`src/rtl/divider16_8_seq.sv`:
```
// divider16_8_seq: sequential 16/8 unsigned restoring divider with valid/ready handshakes
module divider16_8_seq #(
    parameter logic [15:0] DBZ_QUOTIENT = 16'hFFFF
) (
    input  logic        clk,
    input  logic        rst_n,
    input  logic        in_valid,
    output logic        in_ready,
    input  logic [15:0] dividend,
    input  logic [7:0]  divisor,
    output logic        out_valid,
    input  logic        out_ready,
    output logic [15:0] quotient,
    output logic [7:0]  remainder,
    output logic        div_by_zero
);
    typedef enum logic [1:0] {IDLE, RUN, DONE} state_t;
    state_t      state_q, state_d;
    logic [4:0]  cnt_q, cnt_d;
    logic [15:0] quo_q, quo_d;
    logic [7:0]  rem_q, rem_d;
    logic [7:0]  dvs_q, dvs_d;
    logic        dbz_q, dbz_d;
    logic [8:0]  part, diff;
    logic        ge;

    // One restoring step: shift the next dividend bit into the partial remainder and trial-subtract
    always_comb begin
        part = {rem_q, quo_q[15]};
        diff = part - {1'b0, dvs_q};
        ge   = part >= {1'b0, dvs_q};
    end

    // Next-state logic; quo_q shifts dividend bits out of the top while quotient bits enter at the bottom
    always_comb begin
        state_d = state_q;
        cnt_d   = cnt_q;
        quo_d   = quo_q;
        rem_d   = rem_q;
        dvs_d   = dvs_q;
        dbz_d   = dbz_q;
        case (state_q)
            IDLE: begin
                if (in_valid) begin
                    cnt_d   = 5'd0;
                    dvs_d   = divisor;
                    dbz_d   = divisor == 8'd0;
                    quo_d   = divisor == 8'd0 ? DBZ_QUOTIENT : dividend;
                    rem_d   = divisor == 8'd0 ? dividend[7:0] : 8'd0;
                    state_d = divisor == 8'd0 ? DONE : RUN;
                end
            end
            RUN: begin
                rem_d   = ge ? diff[7:0] : part[7:0];
                quo_d   = {quo_q[14:0], ge};
                cnt_d   = cnt_q + 5'd1;
                state_d = cnt_q == 5'd15 ? DONE : RUN;
            end
            DONE: begin
                if (out_ready) state_d = IDLE;
            end
            default: state_d = IDLE;
        endcase
    end

    // State and working registers, cleared asynchronously by reset
    always_ff @(posedge clk or negedge rst_n) begin
        if (!rst_n) begin
            state_q <= IDLE;
            cnt_q   <= 5'd0;
            quo_q   <= 16'd0;
            rem_q   <= 8'd0;
            dvs_q   <= 8'd0;
            dbz_q   <= 1'b0;
        end else begin
            state_q <= state_d;
            cnt_q   <= cnt_d;
            quo_q   <= quo_d;
            rem_q   <= rem_d;
            dvs_q   <= dvs_d;
            dbz_q   <= dbz_d;
        end
    end

    // Outputs decode from state; result fields read zero unless a result is being presented
    always_comb begin
        in_ready    = state_q == IDLE;
        out_valid   = state_q == DONE;
        quotient    = out_valid ? quo_q : 16'd0;
        remainder   = out_valid ? rem_q : 8'd0;
        div_by_zero = out_valid ? dbz_q : 1'b0;
    end
endmodule

```
`config.mk`:
```
export PLATFORM = sky130hd
export DESIGN_NAME = divider16_8_seq
export DESIGN_NICKNAME = d
export VERILOG_FILES = /design/src/rtl/divider16_8_seq.sv
export SDC_FILE = /design/constraint.sdc
export NUM_CORES = 1
export LEC_CHECK = 0
export CORE_MARGIN = 2
export CORE_UTILIZATION = 51
export DETAILED_ROUTE_END_ITERATION = 8
export PLACE_DENSITY = 0.81
export SETUP_SLACK_MARGIN = 0.4
export SYNTH_ARGS = -nofsm -noshare
export SYNTH_HDL_FRONTEND = slang
export SYNTH_SLANG_ARGS = --single-unit
```
`constraint.sdc`:
```
create_clock -name clk -period 3 [get_ports clk]
set_clock_uncertainty 0.1 [all_clocks]
set_input_delay 0.45 -clock clk [delete_from_list [all_inputs] [get_ports clk]]
set_output_delay 0.45 -clock clk [all_outputs]
set_load 0.05 [all_outputs]
```
* Yosys cells after proc, flatten, opt, wreduce, memory -nomap -nowiden
Cells that the tools add are included.
** Word-level totals
- Bits in registers :: 40
- Input port bits :: 28
- Output and inout bits :: 27
- Logic and storage cells :: 37
** Operators by class
- Add/subtract/negate cells :: 2
- $lt $le $gt $ge :: 1
- Equal/unequal tests :: 5
- Mux-type cells :: 17
- Reduce and logical (&&, ||, !) cells :: 6
** Operators with widths (number)
- $mux W16 :: 3
- $mux W8 :: 4
- $pmux W16 S2 :: 1
- $pmux W8 S2 :: 1
- $pmux W5 S2 :: 1
- $ge A9 B8 Y1 :: 1
- $logic_not A8 Y1 :: 1
- $mux W2 :: 4
- $sub A8 B8 Y8 :: 1
- $pmux W2 S3 :: 1
- $reduce_and A2 Y1 :: 3
- $add A5 B1 Y5 const B :: 1
- $eq A5 B4 Y1 const B :: 1
- $mux W5 :: 1
- $eq A2 B1 Y1 const B :: 1
- $eq A2 B2 Y1 const B :: 1
- $logic_not A2 Y1 :: 1
- $ne A2 B1 Y1 const B :: 1
- $ne A2 B2 Y1 const B :: 1
- $reduce_bool A2 Y1 :: 1
- $mux W1 :: 1

* Longest topological paths before layout
- Depth in word-level cells :: 4
- Gate-level depth with buffers :: 9
- Gate-level depth less buffers :: 9

* Least setup slack after synthesis
No wires, ideal clock.
- Path type :: flip-flop to output port
- From :: register state_q[1]
- To :: output port quotient[13]
- Data arrival time :: 1.836 ns
- Required time :: 2.450 ns
- Setup slack :: 0.614 ns
- Cell stages (with the launch flop) :: 4
- Buffers on the path :: 1
- Cell sequence :: dfrtp_1 -> nor2b_1 -> clkbuf_1 -> and2_1
** Between the ends
- Word-level cells in the longest chain between the ends :: 2
** RTL lines
- start: declaration :: line 18 : state_t state_q, state_d;
- start signal: assignment :: line 76 : state_q <= state_d;
- $eq A2 B2 Y1 :: line 88 : out_valid = state_q == DONE;
- net out_valid :: line 11 : output logic out_valid,
- $mux W16 :: line 89 : quotient = out_valid ? quo_q : 16'd0;
- end: declaration :: line 13 : output logic [15:0] quotient,
The timed path passes the listed nets, and every way through them passes these cells.

* Final worst setup path
- From :: register rem_q[2]
- To :: register rem_q[0]
** Between the ends
- Word-level cells in the longest chain between the ends :: 3
** RTL lines
- start: declaration :: line 21 : logic [7:0] rem_q, rem_d;
- start signal: assignment :: line 79 : rem_q <= rem_d;
- $ge A9 B8 Y1 :: line 31 : ge = part >= {1'b0, dvs_q};
- $mux W8 :: line 54 : rem_d = ge ? diff[7:0] : part[7:0];
- $pmux W8 S2 :: line 42 : case (state_q)
Every way passes these cells.
A chain may end at the register's enable or synchronous reset.

==> results.sh <==
export IMPL_drc=0
export IMPL_tns_ns=0
export IMPL_place_area_mm2=0.00332
export IMPL_async_reset_ff_share_pct=100
export IMPL_start_util_pct=52.6
export IMPL_hpwl_um=4390
export IMPL_clkTransAtPathRegs_ns=0.08
export IMPL_outcome="completed"
export IMPL_setup_violations=0
export IMPL_clock_sinks=40
export IMPL_rows=25
export IMPL_synth_main_ff_cell="dfrtp_1"
export IMPL_worst_pin_slew_ns=0.961
export IMPL_die_w_um=73.8
export IMPL_crit_path_max_fanout=10
export IMPL_syn_area_per_cell_um2=8.68
export IMPL_endpoint_kind="flop"
export IMPL_ys_types=46
export IMPL_clockRootBuffer="clkbuf_8"
export IMPL_first_pass_iters=4
export IMPL_dieHeight_um=73.8
export IMPL_die_area_mm2=0.00544
export IMPL_grt_overflow=0
export IMPL_required_ns=3.09
export IMPL_stdcell_area_mm2=0.00340
export IMPL_finalCriticalPeriod_ns=2.48
export IMPL_ios=55
export IMPL_drive_gt1_share_pct=15.8
export IMPL_fin_cells=403
export IMPL_wl_um=6030
export IMPL_num_vias=2203
export IMPL_gr_usage_all_layers_pct=24.5
export IMPL_arrival_ns=2.57
export IMPL_startpoint_type="flop"
export IMPL_antenna_found_initial=0
export IMPL_netlist_instances=286
export IMPL_cts_setup_buffers=0
export IMPL_ys_warnings_count=0
export IMPL_grt_pass1_vias=2189
export IMPL_vias_per_cell=5.47
export IMPL_ir_worst_vdd_v=0.000567
export IMPL_dp_cells=396
export IMPL_diodes=0
export IMPL_ys_seq_area_share_pct=40.3
export IMPL_max_cap_violations=0
export IMPL_holdBufCountCts=0
export IMPL_synth_edf_count=0
export IMPL_grt_max_degree=41
export IMPL_fmax_ghz=0.403
export IMPL_final_common_cell="nand2_1"
export IMPL_layout_nets=375
export IMPL_period_share_pct=82.6
export IMPL_io_buffers=54
export IMPL_rr_worst_depth=7
export IMPL_cts_resized=0
export IMPL_area_delta_synth_final_pct=37.0
export IMPL_route_antenna_remaining_nets=0
export IMPL_p_total_mw=3.10
export IMPL_wl_per_cell_um=15.0
export IMPL_cts_tree="done"
export IMPL_coreArea_mm2=0.00472
export IMPL_gp_congestion=0.872
export IMPL_slew_viol_final=0
export IMPL_mostFrequentLayoutCells="nand2_1 (43), dfrtp_1 (40), o21ai_0 (28)"
export IMPL_rsz0062_at_grt="false"
export IMPL_drtIter0Drc=123
export IMPL_max_slew_margin_pct=35.9
export IMPL_cts_buffers=5
export IMPL_postLayoutCoreUtil_pct=72.0
export IMPL_synth_area_mm2=0.00248
export IMPL_worstSetupPathType="flop to flop"
export IMPL_clk_latency_ns=0.30
export IMPL_power_per_cell_area_mw_per_mm2=913
export IMPL_fillers=341
export IMPL_cts_max_level=2
export IMPL_yosys_register_bits=40
export IMPL_p_leak_nw=1.42
export IMPL_syn_num_nets=325
export IMPL_worstHoldPathType="input pin to async pin"
export IMPL_cts_buffer_depth=2
export IMPL_hold_viol=0
export IMPL_grt_pass1_wl_um=10200
-- logic make-up (layout without fill, tap and decap cells) --
group	count (synthesis)	count (layout)	synth area share [%]
simple gates	120	120	24.8
flops	40	40	40.3
xor+xnor	5	5	1.76
compound gates	72	72	18.3
fa+ha+maj	11	11	5.85
mux	9	9	3.83
buf+inv	29	79	5.04
-- metal layers --
metal | share of wire [%] | global-route usage [%] | wire [um]
met3 | 4.3 | 5.76 | 262
met4 | 2.0 | 9.29 | 118
met1 | 45 | 31.7 | 2720
met5 | 0 | 0 | 0
met2 | 48 | 39.7 | 2920
-- critical path: stages, from the launching register on --
cell and delay (ns):
dfrtp_1 0.42, ha_1 0.39, a21o_1 0.21, a21oi_2 0.17, o21ai_2 0.09, a41oi_4 0.44, mux2_2 0.39, o221ai_1 0.17
-- through the flow --
| stage | hold WS (ns) | setup WS, ns |
|---|---|---|
| global placement | 0.364 | 0.612 |
| finish | 0.166 | 0.521 |
| CTS | 0.216 | 0.539 |
| global route | 0.253 | 0.422 |
| detailed placement | 0.374 | 0.561 |
| floorplan | 0.0544 | 0.614 |
-- worst paths after layout --
kind | from | to | slack [ns]
max | rem_q[2]$_DFFE_PN0P_ | rem_q[0]$_DFFE_PN0P_ | 0.52
max in group asynchronous | rst_n | rem_q[3]$_DFFE_PN0P_ | 2.05
min reg2reg | cnt_q[3]$_DFFE_PN0P_ | cnt_q[3]$_DFFE_PN0P_ | 0.38
max reg2reg | rem_q[2]$_DFFE_PN0P_ | rem_q[0]$_DFFE_PN0P_ | 0.52
min in group clk | cnt_q[3]$_DFFE_PN0P_ | cnt_q[3]$_DFFE_PN0P_ | 0.38
min | rst_n | dvs_q[2]$_DFFE_PN0P_ | 0.17
-- registers in the layout, indices dropped and copies added, names as in the netlist --
signal,count
quo_q,16
dvs_q,8
rem_q,8
cnt_q,5
state_q,2
dbz_q,1
-- synthesized netlist by cell type, drive strengths merged (2+ instances only) --
| master | number | area [um2] |
|---|---|---|
| and2 | 25 | 156 |
| nor2b | 6 | 37.5 |
| a21oi | 12 | 63.8 |
| dfrtp | 40 | 1000 |
| or2b | 2 | 15.0 |
| nand2 | 43 | 161 |
| buf | 2 | 16.3 |
| o211ai | 3 | 22.5 |
| nand3 | 6 | 35.0 |
| xnor2 | 4 | 35.0 |
| nor3 | 8 | 45.0 |
| ha | 10 | 125 |
| o31ai | 8 | 60.1 |
| or4 | 3 | 22.5 |
| and3 | 3 | 18.8 |
| mux2i | 5 | 50.1 |
| o22ai | 3 | 18.8 |
| inv | 13 | 48.8 |
| nor2 | 15 | 58.8 |
| clkbuf | 13 | 48.8 |
| o21ai | 35 | 183 |
| nand2b | 4 | 25.0 |
| mux2 | 4 | 45.0 |
| a211oi | 2 | 15.0 |
| a21o | 3 | 22.5 |
-- layout make-up --
type	instances	area (um2)	share of cell area, %
Inverter	13	48.8	1.43
Clock inverter	1	5.00	0.147
Sequential cell	40	1000	29.4
Timing Repair Buffer	59	833	24.5
Clock buffer	6	72.6	2.13
Multi-Input combinational cell	217	1360	39.9
Tap cell	67	83.8	2.47
-- power by group --
part	internal, mW	switching (mW)
sequential	0.815	0.192
combinational	0.816	0.938
clock	0.158	0.185
Power figures use the tool's default switching activity.
